**src/rtl/decade_pkg.sv**
```systemverilog
// Shared opcodes, state encoding and BCD constants for the decade run controller.
package decade_pkg;

  localparam logic [1:0] OP_START = 2'b00;
  localparam logic [1:0] OP_STOP  = 2'b01;
  localparam logic [1:0] OP_LOAD  = 2'b10;
  localparam logic [1:0] OP_ZERO  = 2'b11;

  localparam logic [3:0] BCD_MAX = 4'd9;

  typedef enum logic [1:0] {
    ST_IDLE  = 2'b00,
    ST_RUN   = 2'b01,
    ST_PAUSE = 2'b10,
    ST_DONE  = 2'b11
  } state_e;

endpackage

```
**src/rtl/decade_digit.sv**
```systemverilog
// One synchronous BCD digit; carry is combinational so a whole cascade steps on one edge.
module decade_digit
  import decade_pkg::*;
(
  input  logic       clock,
  input  logic       clear,
  input  logic       en,
  input  logic       zero,
  output logic [3:0] q,
  output logic       carry
);

  logic [3:0] q_q, q_d;

  always_comb begin
    q_d = q_q;
    if (zero) begin
      q_d = 4'd0;
    end else if (en) begin
      q_d = (q_q == BCD_MAX) ? 4'd0 : q_q + 4'd1;
    end
  end

  always_ff @(posedge clock or posedge clear) begin
    if (clear) q_q <= 4'd0;
    else       q_q <= q_d;
  end

  assign q     = q_q;
  assign carry = en && (q_q == BCD_MAX);

endmodule

```
**src/rtl/decade_seq_ctrl.sv**
```systemverilog
// Start/stop/load sequencing around a cascade of BCD digits, stopping on a target match.
//   state    | meaning
//   ST_IDLE  | stopped, LOAD allowed
//   ST_RUN   | ticks increment the count
//   ST_PAUSE | stopped mid-run, START resumes
//   ST_DONE  | one-cycle completion, commands blocked
module decade_seq_ctrl
  import decade_pkg::*;
#(
  parameter int DIGITS = 4
) (
  input  logic                clock,
  input  logic                clear,
  input  logic                cmd_valid,
  output logic                cmd_ready,
  input  logic [1:0]          cmd_op,
  input  logic [4*DIGITS-1:0] cmd_data,
  input  logic                tick,
  output logic [4*DIGITS-1:0] count,
  output logic                running,
  output logic                done,
  output logic                err
);

  state_e              state_q, state_d;
  logic [4*DIGITS-1:0] target_q, target_d;
  logic                err_q, err_d;
  logic                done_q;

  logic                accept, cnt_en, zero_cmd, load_ok, hit;
  logic [DIGITS:0]     en_w;
  logic [4*DIGITS-1:0] nxt_w;

  assign cmd_ready = (state_q != ST_DONE);
  assign accept    = cmd_valid && cmd_ready;
  assign zero_cmd  = accept && (cmd_op == OP_ZERO);
  // Any accepted command in the same cycle swallows the tick.
  assign cnt_en    = (state_q == ST_RUN) && tick && !accept;
  assign en_w[0]   = cnt_en;

  for (genvar i = 0; i < DIGITS; i++) begin : g_digit
    decade_digit u_digit (
      .clock (clock),
      .clear (clear),
      .en    (en_w[i]),
      .zero  (zero_cmd),
      .q     (count[4*i +: 4]),
      .carry (en_w[i+1])
    );
    assign nxt_w[4*i +: 4] = !en_w[i] ? count[4*i +: 4] :
                             (count[4*i +: 4] == BCD_MAX) ? 4'd0 : count[4*i +: 4] + 4'd1;
  end

  always_comb begin
    load_ok = 1'b1;
    for (int i = 0; i < DIGITS; i++) begin
      if (cmd_data[4*i +: 4] > BCD_MAX) load_ok = 1'b0;
    end
  end

  assign hit = cnt_en && (nxt_w == target_q);

  always_comb begin
    state_d  = state_q;
    target_d = target_q;
    err_d    = 1'b0;
    if (accept) begin
      case (cmd_op)
        OP_START: if (state_q != ST_RUN) state_d = ST_RUN;
        OP_STOP:  if (state_q == ST_RUN) state_d = ST_PAUSE;
        OP_LOAD: begin
          if (state_q == ST_IDLE && load_ok) target_d = cmd_data;
          else                               err_d    = 1'b1;
        end
        default:  state_d = ST_IDLE;
      endcase
    end else if (state_q == ST_DONE) begin
      state_d = ST_IDLE;
    end else if (hit) begin
      state_d = ST_DONE;
    end
  end

  always_ff @(posedge clock or posedge clear) begin
    if (clear) begin
      state_q  <= ST_IDLE;
      target_q <= {DIGITS{BCD_MAX}};
      err_q    <= 1'b0;
      done_q   <= 1'b0;
    end else begin
      state_q  <= state_d;
      target_q <= target_d;
      err_q    <= err_d;
      done_q   <= (state_d == ST_DONE);
    end
  end

  assign running = (state_q == ST_RUN);
  assign done    = done_q;
  assign err     = err_q;

endmodule
```
**config.mk**
```make
export PLATFORM = sky130hd
export DESIGN_NAME = decade_seq_ctrl
export DESIGN_NICKNAME = d
export VERILOG_FILES = /design/src/rtl/decade_pkg.sv /design/src/rtl/decade_digit.sv /design/src/rtl/decade_seq_ctrl.sv
export SDC_FILE = /design/constraint.sdc
export NUM_CORES = 1
export LEC_CHECK = 0
export ABC_AREA = 1
export CORE_ASPECT_RATIO = 1.75
export CORE_MARGIN = 2
export CORE_UTILIZATION = 50
export CTS_CLUSTER_DIAMETER = 30
export DETAILED_ROUTE_END_ITERATION = 10
export PLACE_DENSITY = 0.76
export SLEW_MARGIN = 30
export SYNTH_ARGS = -nofsm -noshare
export SYNTH_HDL_FRONTEND = slang
export SYNTH_SLANG_ARGS = --single-unit
```
**constraint.sdc**
```tcl
create_clock -name clock -period 2.17 [get_ports clock]
set_input_delay 0.434 -clock clock [delete_from_list [all_inputs] [get_ports clock]]
set_output_delay 0.434 -clock clock [all_outputs]
set_load 0.01 [all_outputs]
```
### Yosys cells after proc, flatten, opt, wreduce, memory -nomap -nowiden

Index checks and enable logic that the tools add are counted.

| storage, ports and cells | value |
|---|---|
| bits in writable memories | 0 |
| bits in read-only memories | 0 |
| bits of input ports | 22 |
| register bits after elaboration | 36 |
| word-level logic and storage cells | 67 |
| output and inout port bits | 20 |
| memories | 0 |
| bits in latches | 0 |

| cells by class | value |
|---|---|
| multipliers | 0 |
| $lt $le $gt $ge | 4 |
| bitwise logic cells | 0 |
| reduce and logical (&&, ||, !) cells | 13 |
| div/mod/pow operators | 0 |
| multiplexer cells | 25 |
| equal/unequal tests | 13 |
| add/subtract/negate cells | 4 |
| shifts and indexed selects | 0 |

Operators by type and width:

| operator | count |
|---|---|
| 4-bit 2-to-1 mux | 12 |
| 4-bit by 1-bit adder with 4-bit output, second input constant | 4 |
| 16-bit == test | 1 |
| 4-bit == test, second input constant | 4 |
| 4-bit > comparator, second input constant | 4 |
| 2-bit 2-to-1 mux | 5 |
| 1-bit logical AND | 9 |
| 2-bit == test, second input constant | 4 |
| 1-bit 2-to-1 mux | 7 |
| 2-bit case mux with 3 select lines | 1 |
| 2-bit by 1-bit == test with 1-bit output, second input constant | 2 |
| 2-bit logical NOT | 2 |
| 3-bit AND reduction | 1 |
| 2-bit by 1-bit inequality test with 1-bit output, second input constant | 1 |
| 2-bit inequality test, second input constant | 1 |
| 1-bit logical NOT | 1 |

### Depth between registers and ports, before layout

Gate-level depths: netlist of run 1.

| logic depth | value |
|---|---|
| depth in word-level cells | 14 |
| depth in mapped cells | 18 |

### Cells and area by module

Synthesis of run 1 repeated with hierarchy kept, for this count alone.

| unflattened totals | value |
|---|---|
| cell total of the unflattened synthesis | 423 |
| area, all modules | 2,765.2 µm² |

Modules (own cells, without submodules):

| module | cells each | area an instance (µm²) | sequential area each (µm²) | times used |
|---|---|---|---|---|
| decade_seq_ctrl | 275 | 1,689.1 | 510.5 | 1 |
| decade_digit | 37 | 269.0 | 100.1 | 4 |

### Worst setup path before layout of run 1

OpenSTA, ideal clock, no wires.

| timing path | value |
|---|---|
| path kind | register -> register |
| from | register g_digit[2].u_digit.q_q[1] |
| to | register state_q[1] |
| path slack | 342 ps |
| buffers on the path | 0 |
| setup time | 66 ps |
| arrival time | 1,762 ps |
| required time | 2,104 ps |
| cell stages (with the launch flop) | 17 |
| cells stage by stage | dfrtp_1 inv_1 ha_1 nand2_1 nor2_1 nand4_4 clkinv_4 nand2_1 nand3_2 nand2_1 nor2_1 nand2_1 nor2_1 nand2_1 nand2_1 nand2_1 nand2_1 |

| between the ends | value |
|---|---|
| word-level cells in the longest chain between the ends | 8 |
| elaborated cells on any way between the ends | 11 |

Ends and longest elaborated chain:

| item | line | RTL |
|---|---|---|
| from (decl) | decade_digit.sv:13 | `logic [3:0] q_q, q_d;` |
| from (signal assigned) | decade_digit.sv:26 | `else q_q <= q_d;` |
| 4-bit by 1-bit adder with 4-bit output / 4-bit == test (equally long branches) | decade_seq_ctrl.sv:51, decade_digit.sv:30 |  |
| 4-bit 2-to-1 mux / 1-bit logical AND (equally long branches) | decade_seq_ctrl.sv:51, decade_digit.sv:30 |  |
| 4-bit 2-to-1 mux (on tied branches) | n/a |  |
| 16-bit == test * | decade_seq_ctrl.sv:61 | `assign hit = cnt_en && (nxt_w == target_q);` |
| 1-bit logical AND * | decade_seq_ctrl.sv:61 |  |
| 2-bit 2-to-1 mux * | decade_seq_ctrl.sv:79 | `end else if (hit) begin` |
| 2-bit 2-to-1 mux * | decade_seq_ctrl.sv:77 | `end else if (state_q == ST_DONE) begin` |
| 2-bit 2-to-1 mux * | decade_seq_ctrl.sv:67 | `if (accept) begin` |
| via state_d[1] | decade_seq_ctrl.sv:25 | `state_e state_q, state_d;` |
| to (signal assigned) | decade_seq_ctrl.sv:91 | `state_q <= state_d;` |
| to (decl) | decade_seq_ctrl.sv:25 |  |

The timed path passes the listed nets; every way through them passes the cells marked *.
A chain may end at the register's enable or synchronous reset.

### Worst setup path after layout of run 1

| timing path | value |
|---|---|
| from | register g_digit[0].u_digit.q_q[1] |
| to | register state_q[1] |

| between the ends | value |
|---|---|
| word-level cells in the longest chain between the ends | 10 |
| elaborated cells on any way between the ends | 15 |

Ends and longest elaborated chain:

| item | line |
|---|---|
| from (decl) | decade_digit.sv:13 |
| from (signal assigned) | decade_digit.sv:26 |
| parallel branches: the longest is 5 deep, another holds 4-bit by 1-bit adder with 4-bit output | n/a |
| 16-bit == test * | decade_seq_ctrl.sv:61 |
| 1-bit logical AND * | decade_seq_ctrl.sv:61 |
| 2-bit 2-to-1 mux * | decade_seq_ctrl.sv:79 |
| 2-bit 2-to-1 mux * | decade_seq_ctrl.sv:77 |
| 2-bit 2-to-1 mux * | decade_seq_ctrl.sv:67 |
| via state_d[1] | decade_seq_ctrl.sv:25 |

Mark *: on every way through the listed nets, which the timed path passes.

==> flow_metrics.py, run 1 <==
metrics = {
    "setup_path": {
        "critical_path_class": "flop to flop",
        "critical_path_required_ps": 2400,
        "crit_path_start_kind": "flop",
        "cpMostUsedCell": "nand2_1",
        "arrival_ps": 2310,
        "cp_cell_sequence": "inv_2 > ha_4 > nand2_1 > nor2_4 > o21ai_0 > nand2_1 > nand2_1 > nand4_1 > nor2_1 > nand2_1 > nor2_1 > nand2_1 > nand2_1 > nand2_1 > nand2_1",
        "cpMaxStageDelayCell": "dfrtp_1",
        "end_kind": "flop",
        "rr_worst_depth": 15,
        "crit_fanout": 5,
        "crit_path_max_incr_delay_ps": 430,
        "crit_buf_inv": 1,
        "reg2reg_to": "state_q[1]",
        "timing.rr.start": "g_digit[0].u_digit.q[1]",
        "cp_top_family": "simple AND/OR/NAND/NOR gates",
        "reg2reg_slack_ps": 100,
    },
    "power_and_ir_drop": {
        "seq_power_share": 0.432,
        "intPower_w": 0.00139,
        "peakVddDrop_v": 0.000539,
        "swShare": 0.356,
        "power_switching_w": 0.000769,
        "pwr-share-comb": 0.335,
        "power-per-cell-area_nw_per_um2": 642,
        "leakagePower_nw": 1.80,
        "clockPowerShare": 0.234,
    },
    "clock_network": {
        "clkSlewWorstSetupHoldPaths_ps": 70,
        "ctsHoldBuffers": 0,
        "clock-sinks": 36,
        "cts_tree": "yes",
        "cts_made_buffers": 5,
        "htree_levels": 2,
        "clk_path_buf_depth": 2,
        "cts_root_buf": "clkbuf_8",
        "worstSkewPairLatency_ps": 290,
    },
    "synthesis": {
        "ys_top_cells_by_area": "dfrtp_1 28%, nand2_1 17%, dfstp_2 8.5%, inv_1 8.1%, nor2_1 5.9%",
        "synthFlopType": "dfrtp_1",
        "synth_top_cell_area_share": 0.284,
        "synth_edf_count": 0,
        "yosysUniqueCellTypes": 31,
        "avgSynthCellArea_um2": 6.95,
        "yosysTopAreaCell": "dfrtp_1",
        "synthArstFlopShare": 1.00,
        "synth_seq_area_share": 0.369,
        "ys_ff_latch": 36,
        "synth_area_um2": 2470,
        "synthCells": 355,
        "syn_nets": 385,
        "yosys_warnings": 0,
    },
    "detailed_routing": {
        "viasPerCell": 5.24,
        "drtPass1Iterations": 4,
        "routed_wl_um": 6520,
        "num_vias": 2526,
        "drc": 0,
        "first_iter_violations": 78,
        "wl_per_cell_um": 13.5,
        "ant_nets": 0,
    },
    "finish": {
        "final_nets": 459,
        "area_delta_synth_final_pct": 36.4,
        "antenna_cells": 0,
        "finish.utilization": 0.715,
        "multiInputGateArea_um2": 1430,
        "fillCellCount": 383,
        "seqCellArea_um2": 913,
        "drive_gt1_frac": 0.202,
    },
    "die": {
        "die_h_um": 96.9,
        "rows": 33,
        "core-area_um2": 4710,
        "die_area_um2": 5530,
        "start_util": 0.524,
        "io_pins": 42,
        "die-width_um": 57.1,
    },
    "sta": {
        "min_period_over_period": 0.956,
        "worst_slew_pin_slew_ps": 465,
        "hold_viol_final": 0,
        "setup_viol": 0,
        "max_freq_mhz": 482,
        "maxSlewHeadroom": 0.690,
        "fin_skew_ps": 11.4,
        "setup-tns-final_ps": 0,
        "grt_setup_unrepaired": "yes",
        "post-route-min-period_ps": 2070,
        "slew_viol_final": 0,
    },
    "global_route": {
        "antenna_found_initial": 0,
        "grt_pass1_vias": 2403,
        "grt_max_degree": 37,
        "grt_overflow": 0,
        "grt_usage": 0.230,
        "grt_pass1_wl_um": 10300,
    },
    "hold_path": {
        "whs_path_depth": 2,
        "hold_path.class": "flop to flop",
        "hold_start": "target_q[14]",
        "whs_endpoint": "target_q[14]",
    },
    "run_status": {
        "status": "completed",
    },
    "placed_design": {
        "port_buffers": 41,
        "gp_congestion": 0.967,
        "dp_hpwl_um": 4590,
    },
    "flow_run": {
        "drv_cap": 0,
    },
}
cells in the final DEF (no fill, tap or decap), drive strengths merged:
cell type	instances
dfrtp	28
clkbuf	8
nand3b	5
nand2	115
nand3	30
clkinv	1
dlymetal6s2s	1
and3	1
buf	28
a21oi	14
xor2	2
dfstp	8
inv	56
nor2	45
nor3b	1
nor3	2
o21ai	20
o2111ai	1
clkdlybuf4s50	40
or2	5
nand4	9
ha	8
nor4	2
how the worst max path moves through the flow:
stage | start | to | depth (start not counted)
3_5_place_dp | cmd_valid | state_q[1] | 16
5_1_grt | g_digit[1].u_digit.q[1] | state_q[1] | 16
4_1_cts | g_digit[2].u_digit.q[1] | state_q[1] | 16
6_report | g_digit[0].u_digit.q[1] | state_q[1] | 15
2_1_floorplan | g_digit[2].u_digit.q[1] | state_q[1] | 16
3_3_place_gp | cmd_valid | state_q[1] | 16
what timing repair did:
item | in CTS | in global routing
gates resized for setup | 0 | 25
endpoints found under the setup margin | 0 | 2
buffers inserted | 0 | 12
Yosys cell counts (2+ instances only):
cell type,n
o21ai_0,17
dfrtp_1,28
inv_2,3
a21oi_1,14
ha_1,8
nand3_2,5
or2_2,4
nor2_8,2
clkbuf_1,4
nand2_1,111
dfstp_2,8
nor4_1,2
nand3b_1,5
nand4_1,7
nand2_2,3
nand3_1,25
xor2_1,2
inv_1,53
o21ai_2,2
nor2_1,39
nor2_4,3
metrics by stage:
stage	worst slack (ps)	hold slack [ps]	cell area [um2]	power, W	std cells
floorplan	342	453	2470	0.00133	355
global placement	-90.1	472	3050	0.00159	460
global route	-66.3	529	3360	0.00230	482
finish	95.2	487	3360	0.00216	482
detailed placement	-171	478	3050	0.00160	460
CTS	16.0	494	3140	0.00210	468
worst min-delay path, cell delays in order (launching register included):
cell and delay, ps:
dfrtp_1 340, nand2_1 50, o21ai_0 60
routing by layer:
layer	global-route usage	vias to the layer above	share of wire
met2	0.412	76	0.56
li1	-	1271	-
met1	0.265	1163	0.37
met4	0.0984	0	0.025
met3	0.0307	16	0.042
met5	0	-	0
cell families (layout without fill, tap and decap cells):
logic type                 after synthesis  count (layout)  share of synthesized area
AOI/OAI and AO/OA                       35              35                     0.0756
and+or+nand+nor                        213             215                      0.412
buffers and inverters                   61             134                     0.0949
DFF                                     36              36                      0.369
xor gates and xnor gates                 2               2                    0.00710
adders and majority gates                8               8                     0.0406
registers in the layout, indices dropped and copies added, names as in the netlist:
signal / count
g_digit.u_digit.q: 16
target_q: 16
state_q: 2
done: 1
err: 1
cell type report:
class                           instances  share of cell area
Timing Repair Buffer                   69               0.194
Tap cell                               52              0.0193
Multi-Input combinational cell        260               0.424
Sequential cell                        36               0.271
Inverter                               57              0.0651
Clock buffer                            8              0.0268
power by group through the flow:
stage	Sequential (W)	Clock, W	Combinational (W)
global route	0.000948	0.000538	0.000813
CTS	0.000921	0.000508	0.000675
detailed placement	0.000933	0	0.000667
global placement	0.000929	0	0.000656
finish	0.000932	0.000504	0.000722
floorplan	0.000917	0	0.000410
Note: power is estimated with default switching activity, not from simulation.
==> run 2: changes to the inputs <==
MAX_ROUTING_LAYER = met4   (was not set)
==> run 2 against run 1 <==
Compared with the run above: via count rose by 1.3%; critical path depth rose by 1; count of clock-buffer cells in the layout fell by 1.
==> flow_metrics.py, run 2 (synthesis results as in run 1) <==
metrics = {
    "power_and_ir_drop": {
        "clockPowerShare": 0.286,
        "pwr-share-comb": 0.311,
        "swShare": 0.334,
        "power-per-cell-area_nw_per_um2": 688,
        "leakagePower_nw": 1.79,
        "intPower_w": 0.00154,
        "peakVddDrop_v": 0.000570,
        "seq_power_share": 0.403,
        "power_switching_w": 0.000772,
    },
    "sta": {
        "min_period_over_period": 0.946,
        "fin_skew_ps": 4.73,
        "maxSlewHeadroom": 0.687,
        "worst_slew_pin_slew_ps": 470,
        "setup_slack_ps": 118,
        "hold_viol_final": 0,
        "slew_viol_final": 0,
        "max_freq_mhz": 487,
        "post-route-min-period_ps": 2050,
        "setup-tns-final_ps": 0,
        "setup_viol": 0,
    },
    "detailed_routing": {
        "wl_per_cell_um": 13.6,
        "num_vias": 2559,
        "drc": 0,
        "ant_nets": 0,
        "drtPass1Iterations": 5,
        "routed_wl_um": 6510,
        "viasPerCell": 5.33,
        "first_iter_violations": 91,
    },
    "placed_design": {
        "port_buffers": 41,
        "dp_hpwl_um": 4730,
        "pre_cts_ws_ps": -175,
        "gp_congestion": 0.983,
        "place_inst": 461,
    },
    "setup_path": {
        "end_kind": "flop",
        "reg2reg_slack_ps": 120,
        "rr_worst_depth": 16,
        "crit_end": "state_q[1]",
        "arrival_ps": 2250,
        "critical_path_required_ps": 2370,
        "critical_path_class": "flop to flop",
        "crit_path_start": "g_digit[0].u_digit.q[1]",
        "reg2reg_to": "state_q[1]",
        "crit_path_start_kind": "flop",
        "crit_fanout": 5,
        "timing.rr.start": "g_digit[0].u_digit.q[1]",
    },
    "global_route": {
        "grtUsageMet2": 0.434,
        "grt_util_met3": 0.0414,
        "grt_usage": 0.250,
        "grt_max_degree": 37,
        "top_usage_layer": "met2",
        "antenna_found_initial": 0,
        "grt_use_met1": 0.269,
        "grt_pass1_wl_um": 10600,
        "grt_overflow": 0,
        "grt_pass1_vias": 2407,
    },
    "clock_network": {
        "clock-sinks": 36,
        "worstSkewPairLatency_ps": 300,
        "clkSlewWorstSetupHoldPaths_ps": 70,
        "cts_tree": "yes",
        "cts_root_buf": "clkbuf_8",
        "cts_made_buffers": 5,
        "htree_levels": 2,
        "clk_path_buf_depth": 2,
    },
    "finish": {
        "multiInputGateArea_um2": 1410,
        "instances_no_fill": 480,
        "most-common-layout-cells": "104 x nand2_1, 49 x inv_1, 41 x clkdlybuf4s50_1, 37 x nor2_1, 27 x dfrtp_1",
        "seqCellArea_um2": 912,
        "fillCellCount": 414,
        "final_common_cell": "nand2_1",
        "area_delta_synth_final_pct": 36.3,
        "antenna_cells": 0,
        "drive_gt1_frac": 0.210,
        "final_nets": 457,
    },
    "die": {
        "core-area_um2": 4710,
        "start_util": 0.524,
        "io_pins": 42,
        "die_area_um2": 5530,
        "rows": 33,
        "die-width_um": 57.1,
        "die_h_um": 96.9,
    },
    "hold_path": {
        "hold_path.class": "flop to flop",
        "hold_start": "target_q[14]",
    },
    "flow_run": {
        "drv_cap": 0,
    },
    "run_status": {
        "status": "completed",
    },
}
-- run 2: power by group through the flow --
stage	Clock, W	Combinational (W)	Sequential (W)
final	0.000661	0.000719	0.000933
after global routing	0.000697	0.000809	0.000949
after CTS	0.000667	0.000678	0.000922
after detailed placement	0	0.000670	0.000934
after global placement	0	0.000660	0.000931
after floorplan	0	0.000410	0.000917
-- run 2: worst min path at each step --
stage / slack (ps) / cells after the start / endpoint
3_3_place_gp: 470 / 2 / target_q[14]
3_5_place_dp: 470 / 2 / target_q[14]
6_report: 490 / 2 / target_q[14]
4_1_cts: 490 / 2 / target_q[14]
2_1_floorplan: 450 / 2 / target_q[14]
5_1_grt: 520 / 2 / target_q[0]
-- run 2: routing by layer --
layer / vias up / wire, um
met2: 86 / 3580
met1: 1188 / 2480
met3: 20 / 248
met4: 0 / 202
li1: 1265 / -
met5: - / 0
-- run 2: worst max-delay path: stages (launching register included) --
cell and delay (ps):
dfrtp_1 430, inv_2 110, ha_4 140, nand2_2 60, nor2_4 260, buf_4 170
nand4_2 130, nand2_1 100, nand3_1 100, nand2_1 110, nor2_1 40, nand2_1 60
nor2_1 40, nand2_1 60, nand2_1 40, nand2_1 50, nand2_1 50
-- run 2: repair_timing --
action,CTS,global route
setup buffers,0,10
endpoints found under the setup margin,0,2
hold buffers,0,0
resized for setup,0,28
-- run 2: final cells by class --
| cell class | count | share of cell area |
|---|---|---|
| Tap cell | 52 | 0.0194 |
| Clock inverter | 1 | 0.00893 |
| Sequential cell | 36 | 0.271 |
| Inverter | 57 | 0.0651 |
| Clock buffer | 7 | 0.0287 |
| Multi-Input combinational cell | 259 | 0.419 |
| Timing Repair Buffer | 68 | 0.187 |
-- run 2: stage by stage --
stage	power [W]	hold slack, ps	instance area (um2)	utilization
2_1_floorplan	0.00133	453	2470	-
3_3_place_gp	0.00159	471	3050	0.649
3_5_place_dp	0.00160	475	3050	0.649
5_1_grt	0.00245	522	3360	0.714
4_1_cts	0.00227	493	3180	0.676
6_report	0.00231	492	3360	0.714
